**src/rtl/oled_pkg.sv**
```systemverilog
// Shared types and constants for the SSD1306 byte sequencer: state/phase
// encodings, data/command flag values and the two fixed command lists.
package oled_pkg;

    typedef enum logic [2:0] {
        ST_RST_HOLD,
        ST_RST_WAIT,
        ST_INIT,
        ST_IDLE,
        ST_WIN,
        ST_FRAME
    } state_t;

    // Per-byte handshake phase inside INIT/WIN/FRAME.
    typedef enum logic [1:0] {
        PH_FETCH,
        PH_LOAD,
        PH_EN,
        PH_WAIT
    } phase_t;

    localparam logic DC_CMD  = 1'b0;
    localparam logic DC_DATA = 1'b1;

    localparam int INIT_LEN = 25;
    localparam logic [7:0] INIT_BYTES [0:INIT_LEN-1] = '{
        8'hAE, 8'hD5, 8'h80, 8'hA8, 8'h3F, 8'hD3, 8'h00, 8'h40, 8'h8D,
        8'h14, 8'h20, 8'h00, 8'hA1, 8'hC8, 8'hDA, 8'h12, 8'h81, 8'hCF,
        8'hD9, 8'hF1, 8'hDB, 8'h40, 8'hA4, 8'hA6, 8'hAF
    };

    localparam int WIN_LEN = 6;
    localparam logic [7:0] WIN_BYTES [0:WIN_LEN-1] = '{
        8'h21, 8'h00, 8'h7F, 8'h22, 8'h00, 8'h07
    };

endpackage

```
**src/rtl/oled_cmd_rom.sv**
```systemverilog
// Combinational command ROM: selects the init list or the address-window list
// and returns the byte at the given index (0 beyond the end of a list).
module oled_cmd_rom
    import oled_pkg::*;
(
    input  logic [4:0] i_index,
    input  logic       i_sel_win,
    output logic [7:0] o_byte
);

    always_comb begin
        o_byte = 8'h00;
        if (i_sel_win) begin
            if (i_index < 5'(WIN_LEN)) begin
                o_byte = WIN_BYTES[i_index[2:0]];
            end
        end else if (i_index < 5'(INIT_LEN)) begin
            o_byte = INIT_BYTES[i_index];
        end
    end

endmodule

```
**src/rtl/oled_byte_sequencer.sv**
```systemverilog
// SSD1306 byte sequencer: panel reset, init list, then window + framebuffer per frame.
// Define OLED_TEST_PATTERN_EN to stream an internal checkerboard instead of fb_data.
module oled_byte_sequencer
    import oled_pkg::*;
#(
    parameter int CLK_FRE     = 50,
    parameter int RST_US      = 10,
    parameter int RST_WAIT_US = 100,
    parameter int FB_BYTES    = 1024
) (
    input  logic       clk,
    input  logic       rst_n,
    input  logic       frame_start,
    input  logic       byte_busy,
    output logic       byte_en,
    output logic       byte_dc,
    output logic [7:0] byte_data,
    output logic [9:0] fb_addr,
    input  logic [7:0] fb_data,
    output logic       oled_rst_n,
    output logic       init_done,
    output logic       frame_done,
    output logic       seq_busy
);

    localparam int HOLD_N = CLK_FRE * RST_US;
    localparam int WAIT_N = CLK_FRE * RST_WAIT_US;
    localparam int MAX_N  = (HOLD_N > WAIT_N) ? HOLD_N : WAIT_N;
    localparam int CNT_W  = ($clog2(MAX_N) > 16) ? $clog2(MAX_N) : 16;
    localparam logic [CNT_W-1:0] HOLD_LAST = CNT_W'(HOLD_N - 1);
    localparam logic [CNT_W-1:0] WAIT_LAST = CNT_W'(WAIT_N - 1);
    localparam logic [9:0]       FB_LAST   = 10'(FB_BYTES - 1);

    state_t           r_state, w_state_next;
    phase_t           r_phase;
    logic [CNT_W-1:0] r_cnt;
    logic [4:0]       r_idx;
    logic             r_pending;
    logic             r_byte_en, r_byte_dc, r_frame_done;
    logic [7:0]       r_byte_data;
    logic [9:0]       r_fb_addr;
    logic             w_sending, w_byte_done;
    logic [7:0]       w_rom_byte, w_frame_byte;
    logic [9:0]       w_fb_addr_inc;

    oled_cmd_rom u_rom (
        .i_index   (r_idx),
        .i_sel_win (r_state == ST_WIN),
        .o_byte    (w_rom_byte)
    );

    assign w_sending     = (r_state == ST_INIT) || (r_state == ST_WIN) || (r_state == ST_FRAME);
    assign w_byte_done   = w_sending && (r_phase == PH_WAIT) && !byte_busy;
    assign w_fb_addr_inc = (r_fb_addr == FB_LAST) ? 10'd0 : r_fb_addr + 10'd1;

`ifdef OLED_TEST_PATTERN_EN
    assign w_frame_byte = r_fb_addr[0] ? 8'h55 : 8'hAA;
`else
    assign w_frame_byte = fb_data;
`endif

    always_ff @(posedge clk or negedge rst_n) begin
        if (!rst_n) begin
            r_state <= ST_RST_HOLD;
        end else begin
            r_state <= w_state_next;
        end
    end

    always_comb begin
        w_state_next = r_state;
        case (r_state)
            ST_RST_HOLD: if (r_cnt == HOLD_LAST) w_state_next = ST_RST_WAIT;
            ST_RST_WAIT: if (r_cnt == WAIT_LAST) w_state_next = ST_INIT;
            ST_INIT:     if (w_byte_done && r_idx == 5'(INIT_LEN - 1)) w_state_next = ST_IDLE;
            ST_IDLE:     if (frame_start || r_pending) w_state_next = ST_WIN;
            ST_WIN:      if (w_byte_done && r_idx == 5'(WIN_LEN - 1)) w_state_next = ST_FRAME;
            ST_FRAME:    if (w_byte_done && r_fb_addr == FB_LAST) w_state_next = ST_IDLE;
            default:     w_state_next = ST_RST_HOLD;
        endcase
    end

    always_ff @(posedge clk or negedge rst_n) begin
        if (!rst_n) begin
            r_phase      <= PH_LOAD;
            r_cnt        <= '0;
            r_idx        <= '0;
            r_pending    <= 1'b0;
            r_byte_en    <= 1'b0;
            r_byte_dc    <= DC_CMD;
            r_byte_data  <= 8'h00;
            r_fb_addr    <= 10'd0;
            r_frame_done <= 1'b0;
        end else begin
            if ((r_state == ST_RST_HOLD || r_state == ST_RST_WAIT) && w_state_next == r_state) begin
                r_cnt <= r_cnt + 1'b1;
            end else begin
                r_cnt <= '0;
            end

            r_frame_done <= (r_state == ST_FRAME) && (w_state_next == ST_IDLE);

            // Only one request can wait; requests arriving in IDLE start a frame directly.
            if (r_state == ST_IDLE) begin
                if (w_state_next == ST_WIN) r_pending <= 1'b0;
            end else if (frame_start) begin
                r_pending <= 1'b1;
            end

            if (r_state == ST_FRAME && w_byte_done) begin
                r_fb_addr <= w_fb_addr_inc;
            end

            if (w_state_next != r_state) begin
                r_idx     <= '0;
                r_byte_en <= 1'b0;
                r_phase   <= (w_state_next == ST_FRAME) ? PH_FETCH : PH_LOAD;
            end else if (w_sending) begin
                case (r_phase)
                    PH_FETCH: r_phase <= PH_LOAD;
                    PH_LOAD: begin
                        r_byte_data <= (r_state == ST_FRAME) ? w_frame_byte : w_rom_byte;
                        r_byte_dc   <= (r_state == ST_FRAME) ? DC_DATA : DC_CMD;
                        r_byte_en   <= 1'b1;
                        r_phase     <= PH_EN;
                    end
                    PH_EN: begin
                        if (byte_busy) begin
                            r_byte_en <= 1'b0;
                            r_phase   <= PH_WAIT;
                        end
                    end
                    default: begin
                        if (!byte_busy) begin
                            r_idx   <= r_idx + 5'd1;
                            r_phase <= (r_state == ST_FRAME) ? PH_FETCH : PH_LOAD;
                        end
                    end
                endcase
            end
        end
    end

    always_comb begin
        byte_en    = r_byte_en;
        byte_dc    = r_byte_dc;
        byte_data  = r_byte_data;
        fb_addr    = r_fb_addr;
        frame_done = r_frame_done;
        oled_rst_n = (r_state != ST_RST_HOLD);
        init_done  = (r_state == ST_IDLE) || (r_state == ST_WIN) || (r_state == ST_FRAME);
        seq_busy   = (r_state != ST_IDLE);
    end

endmodule

```
**config.mk**
```make
export PLATFORM = sky130hd
export DESIGN_NAME = oled_byte_sequencer
export DESIGN_NICKNAME = d
export VERILOG_FILES = /design/src/rtl/oled_pkg.sv /design/src/rtl/oled_cmd_rom.sv /design/src/rtl/oled_byte_sequencer.sv
export SDC_FILE = /design/constraint.sdc
export NUM_CORES = 1
export LEC_CHECK = 0
export BUFFER_PORTS_ARGS = -buffer_cell sky130_fd_sc_hd__clkbuf_2
export CAP_MARGIN = 20
export CORE_MARGIN = 2
export CORE_UTILIZATION = 49
export DETAILED_ROUTE_END_ITERATION = 8
export PLACE_DENSITY = 0.81
export SYNTH_ARGS = -nofsm -noshare
export SYNTH_HDL_FRONTEND = slang
export SYNTH_HIERARCHICAL = 1
export SYNTH_SLANG_ARGS = --single-unit
```
**constraint.sdc**
```tcl
create_clock -name clk -period 2.26 [get_ports clk]
set_input_delay 0.226 -clock clk [delete_from_list [all_inputs] [get_ports clk]]
set_output_delay 0.226 -clock clk [all_outputs]
set_load 0.005 [all_outputs]
```
* Word-level counts from Yosys, hierarchy flattened *
Memory sizes are Yosys's and may differ from the RTL's.
Cells that the tools add are included.

word-level totals
  output and inout bits = 24
  register bits after elaboration = 48
  bits in read-only memories = 320
  word-level logic and storage cells = 109
  bits of input ports = 12
  memories kept = 2

memories
  memory            words  bits a word  rd ports  clocked after Yosys merged registers in  write ports  line                RTL
  (name not given)  32     8            1         0                                        0            oled_cmd_rom.sv:18  o_byte = INIT_BYTES[i_index];
  (name not given)  8      8            1         0                                        0            oled_cmd_rom.sv:15  o_byte = WIN_BYTES[i_index[2:0]];

operators by class
  bitwise operators = 3
  multiplexer cells = 36
  add/subtract/negate cells = 3
  reduce and logical (&&, ||, !) cells = 27
  eq/ne operators = 24
  $lt $le $gt $ge = 4

operator list
  kind                     count
  $mux W8                  8
  $mux W5                  4
  $mux W3                  6
  $pmux W3 S6              1
  $add A16 B1 Y16 const B  1
  $eq A16 B13 Y1 const B   1
  $eq A16 B9 Y1 const B    1
  $mux W16                 1
  $eq A3 B3 Y1 const B     4
  $reduce_and A3 Y1        4
  $add A10 B1 Y10 const B  1
  $eq A10 B10 Y1 const B   1
  $mux W10                 1
  $eq A3 B2 Y1 const B     3
  $mux W1                  9
  $logic_and A1 B1 Y1      8
  $mux W2                  4
  $ge A6 B6 Y1 const B     1
  $logic_or A1 B1 Y1       6
  $ne A2 B1 Y1 const B     3
  $not A5 Y6               1
  $pmux W2 S3              1
  $reduce_bool A3 Y1       2
  $add A5 B1 Y5 const B    1
  other kinds (22)         24

* Longest topological paths before layout *
  word-level depth = 11
  gate-level depth with buffers = 9
  gate-level depth less buffers = 8

* Cells and area by module *
The synthesis kept the hierarchy.

modules (own cells, without submodules)
  module               cells each  times used  seq. area each (um2)  area an instance (um2)
  oled_byte_sequencer  253         1           1202.4                2600.0
  oled_cmd_rom         81          1           0.0                   559.3

* Least setup slack after synthesis *
Ideal clock, no wire load.

  path type = reg-to-reg
  start point = register r_idx[0]
  end point = register r_byte_data[3], in the netlist byte_data[3]
  arrival = 2115 ps
  clock period less this slack = 2239 ps
  data required time = 2135 ps
  cell stages (with the launch flop) = 8
  buffers on the path = 0
  slack = 21 ps
  library setup time = 125 ps
  cell sequence = dfrtp_1 inv_1 ha_1 nor2b_1 a2111oi_0 o41ai_2 mux2_2 mux2_2

between the ends
  longest elaborated chain between the ends = 7
  elaborated cells on any way between the ends = 24
  classes of those cells = 2 x order compare; 3 x eq/ne; 11 x mux; 3 x bitwise; 3 x reduce/logical; 2 x memory

ends and longest elaborated chain
  what                                                            line                                    RTL
  from (decl)                                                     oled_byte_sequencer.sv:37               logic [4:0] r_idx;
  from (signal assigned)                                          oled_byte_sequencer.sv:135              r_idx <= r_idx + 5'd1;
  $not A5 Y6 (implied by the code) or $not A3 Y4 (tied branches)  oled_cmd_rom.sv:18, oled_cmd_rom.sv:15
  $mem_v2 Z32 W8 or $mem_v2 Z8 W8 (tied branches)                 n/a
  $mux W8 (on tied branches) (2 in series)                        oled_cmd_rom.sv:18, oled_cmd_rom.sv:15
  $mux W8 (on tied branches)                                      oled_cmd_rom.sv:17, oled_cmd_rom.sv:14
  $mux W8 *                                                       oled_cmd_rom.sv:13                      if (i_sel_win) begin
  via w_rom_byte[3]                                               oled_byte_sequencer.sv:43               logic [7:0] w_rom_byte, w_frame_byte;
  $mux W8 *                                                       oled_byte_sequencer.sv:122              r_byte_data <= (r_state == ST_FRAME) ? w_frame_byte : w_rom_byte;
  to (signal assigned)                                            oled_byte_sequencer.sv:122
  to (decl)                                                       oled_byte_sequencer.sv:40               logic [7:0] r_byte_data;

Mark *: on every way through the listed nets, which the timed path passes. The rest lies on a longest branch. The select of a mux whose other input is x is not followed.
A chain may end at the register's enable or synchronous reset.

* Worst setup path after layout *
  start point = register r_cnt[1]
  end point = register r_byte_data[1], in the netlist byte_data[1]

between the ends
  longest elaborated chain between the ends = 6
  elaborated cells on any way between the ends = 8
  classes of those cells = 3 x eq/ne; 3 x mux; 1 x bitwise; 1 x reduce/logical

ends and longest elaborated chain
  what                                             line                                                  RTL
  from (decl)                                      oled_byte_sequencer.sv:36                             logic [CNT_W-1:0] r_cnt;
  from (signal assigned)                           oled_byte_sequencer.sv:96                             r_cnt <= r_cnt + 1'b1;
  $eq A16 B13 Y1 or $eq A16 B9 Y1 (tied branches)  oled_byte_sequencer.sv:74, oled_byte_sequencer.sv:73
  $mux W3 (on tied branches)                       oled_byte_sequencer.sv:74, oled_byte_sequencer.sv:73
  $pmux W3 S6 *                                    oled_byte_sequencer.sv:72                             case (r_state)
  $ne A3 B3 Y1 *                                   oled_byte_sequencer.sv:114                            if (w_state_next != r_state) begin
  $not A1 Y1 (no line) *                           n/a
  $reduce_and A3 Y1 (no line) *                    n/a

Every way passes the cells marked *; elsewhere a longest branch is shown, timed or not.

==> flow_summary.json <==
{
  "seq_area_frac_synth": 0.3806,
  "fin_crit_ns": 2.219,
  "synthSimpleGateAreaFrac": 0.2440,
  "synth_area_leaders": "dfrtp_1 37%, ha_1 6.3%, mux2_2 6.1%",
  "root_buffer": "clkbuf_8",
  "synth_cell_types": 68,
  "gr-usage-all-layers": 0.2096,
  "tns_ns": 0,
  "maxCapViolCount": 0,
  "cp-end-kind": "register",
  "nNetsFinal": 423,
  "path_depth": 7,
  "gp_congestion": 0.9588,
  "finalCritPeriodShare": 0.9818,
  "setup_ws_ns": 0.04112,
  "cts_sinks": 48,
  "worst_slew_pin_slew_ns": 0.5902,
  "num_vias": 2730,
  "clock.fmax_ghz": 0.4507,
  "setup-violations-final": 0,
  "clk_latency_ns": 0.31,
  "io_pins": 36,
  "synth_flop_cell": "dfrtp_1",
  "antenna_found_initial": 0,
  "grt_pass1_wl_um": 12320,
  "final_cells": 473,
  "cpPeakStageDelay_ns": 0.42,
  "dpl_worst_slack_ns": -0.04839,
  "rows": 29,
  "core_area_mm2": 0.006277,
  "use_met1": 0.2566,
  "antenna_left": 0,
  "die_x_um": 84.30,
  "rsz0062_at_grt": "yes",
  "grtUsageMet2": 0.3716,
  "dp_hpwl_um": 5467,
  "power_leakage_nw": 1.813,
  "area_growth_syn_to_layout_pct": 19.80,
  "drtIter0Drc": 158,
  "crit_path_start_kind": "register",
  "hold_violations": 0,
  "grt_overflow": 0,
  "crit_path_top_delay_cell": "dfrtp_1",
  "synth_adder_area_share": 0.06337,
  "crit_buf_inv": 0,
  "hold-path-cell-count": 3,
  "hold_path.class": "input port to register",
  "cp_cell_sequence": "ha_2, nor3b_4, and4_4, and3_4, o31ai_4, nand3_2, mux2_4",
  "cp.arrival_ns": 2.41,
  "cts_tree": "done",
  "p_per_area_mw_per_mm2": 395.4,
  "synth-xor-area-share": 0.07208,
  "synthTopCellsByCount": "47 x dfrtp_1, 43 x nor2_1, 26 x nand2_1",
  "crit_required_ns": 2.45,
  "top_usage_layer": "met2",
  "final_max_slew_viol_count": 0,
  "start_util": 0.5033,
  "port_buffers": 35,
  "async_reset_ff_frac": 1.000,
  "grt_max_degree": 26,
  "grt.met3_usage": 0.03835,
  "outcome": "complete, no violations",
  "max_slew_margin": 0.6065,
  "h-tree-depth": 2,
  "antenna_cells": 0,
  "muxShareOfSynthArea": 0.07010,
  "placed_cells": 459,
  "die_h_um": 84.30,
  "crit_type": "register to register",
  "syn_inst": 334,
  "layout-drive-gt1-share": 0.2955,
  "reg2reg_depth": 7,
  "die_area_mm2": 0.007106,
  "ys_warn_count": 6,
  "path_max_fanout": 5,
  "firstDrtPassIters": 5,
  "post_drt_wl_per_cell_um": 15.68,
  "syn_area_per_cell_um2": 9.459,
  "synth.ff_latch_count": 48,
  "syn_area_mm2": 0.003159,
  "cts_inserted_buffers": 5,
  "critical_path.top_delay_family": "simple AND/OR/NAND/NOR gates",
  "synth_compound_area_frac": 0.1323,
  "clk_pin_slew_worst_paths_ns": 0.09,
  "drc": 0,
  "syn_nets": 362,
  "totalWireLength_um": 7417,
  "yosys.area.top_type": "dfrtp_1",
  "yosys.area.top_type_share": 0.3723,
  "peakVddDrop_uv": 440.7,
  "post-synth-top-count-cell": "dfrtp_1",
  "synth_top_family_by_area": "simple AND/OR/NAND/NOR gates",
  "synth-edff-count": 0,
  "avgViaCountPerCell": 5.772,
  "fin_skew_ns": 0.009031,
  "grt_pass1_vias": 2750,
  "cts.path.max_buffers": 2
}
[worst paths after layout]
check / start / to / slack (ns)
max: r_cnt[1] / byte_data[1] / 0.04
min: frame_start / r_pending / 0.25
max reg2reg: r_cnt[1] / byte_data[1] / 0.04
min reg2reg: fb_addr[8] / fb_addr[8] / 0.50
max in group asynchronous: rst_n / byte_data[4] / 1.15
min in group asynchronous: rst_n / r_cnt[15] / 0.45
[routing by layer]
metal  vias up  share of wire  wire length (µm)
li1       1300              -                 -
met1      1332           0.43              3201
met2        81           0.50              3693
met3        17          0.049               363
met4         0          0.021               158
met5         -              0                 0
[state kept, by name (all words and copies together), names as in the netlist]
signal	flops
r_phase	2
frame_done	1
byte_en	1
byte_dc	1
byte_data	8
r_idx	5
r_cnt	16
r_pending	1
fb_addr	10
r_state	3
[kinds of logic (layout without fill, tap and decap cells)]
logic type,count (synthesis),after routing
simple gates,141,142
fa+ha+maj,16,16
flops,48,48
compound gates,58,58
buf+inv,25,86
mux,20,20
xor+xnor,26,26
[area by class of cell]
class,instances,area [µm²]
Tap cell,77,96.34
Inverter,15,56.30
Timing Repair Buffer,63,387.9
Clock buffer,6,72.57
Clock inverter,2,35.03
Multi-Input combinational cell,262,1934
Sequential cell,48,1202
Fill cell,531,2492
[through the flow]
stage	total power, mW	hold slack (ns)	instance area (µm²)	utilization
after floorplan	0.8767	-0.06959	3159	-
after global placement	0.9067	0.2516	3541	0.5641
after detailed placement	0.9074	0.2517	3541	0.5641
after CTS	1.506	0.2456	3665	0.5838
after global routing	1.541	0.2884	3785	0.6030
final	1.497	0.2498	3785	0.6030
[worst min-delay path, stage by stage]
cell and delay, ns:
clkbuf_2 0.11, nor2_1 0.13, a21oi_1 0.06
[cells in the final DEF, fill, tap and decap left out, types with 3 or more instances in the layout]
| cell type | instances |
|---|---|
| dfrtp_1 | 47 |
| nor2_1 | 43 |
| clkbuf_2 | 35 |
| buf_4 | 27 |
| nand2_1 | 26 |
| o21ai_0 | 15 |
| xor2_1 | 15 |
| mux2_2 | 15 |
| ha_1 | 15 |
| inv_1 | 13 |
| nand4_1 | 11 |
| xnor2_1 | 11 |
| a21oi_1 | 10 |
| nand3_1 | 9 |
| nand2b_1 | 8 |
| nor2b_1 | 6 |
| or2_2 | 5 |
| clkbuf_8 | 5 |
| nor3_1 | 4 |
| nand3b_1 | 3 |
| o21ai_1 | 3 |
| and2_1 | 3 |
| mux2i_1 | 3 |
[timing repair]
item / 4_1_cts / 5_1_grt
pin swaps: 0 / 10
endpoints found under the hold margin: 22 / 0
gates resized for setup: 1 / 16
hold buffers: 1 / 0
setup endpoints to repair: 8 / 9
setup buffers: 0 / 4
gates cloned: 0 / 1
[where the power goes]
part	total (mW)	switching, mW	internal, mW
Sequential	0.858	0.0000000000000000302	0.858
Clock	0.605	0.277	0.328
Combinational	0.0331	0.0221	0.0110
No activity file was read; power rests on OpenSTA's default activity.
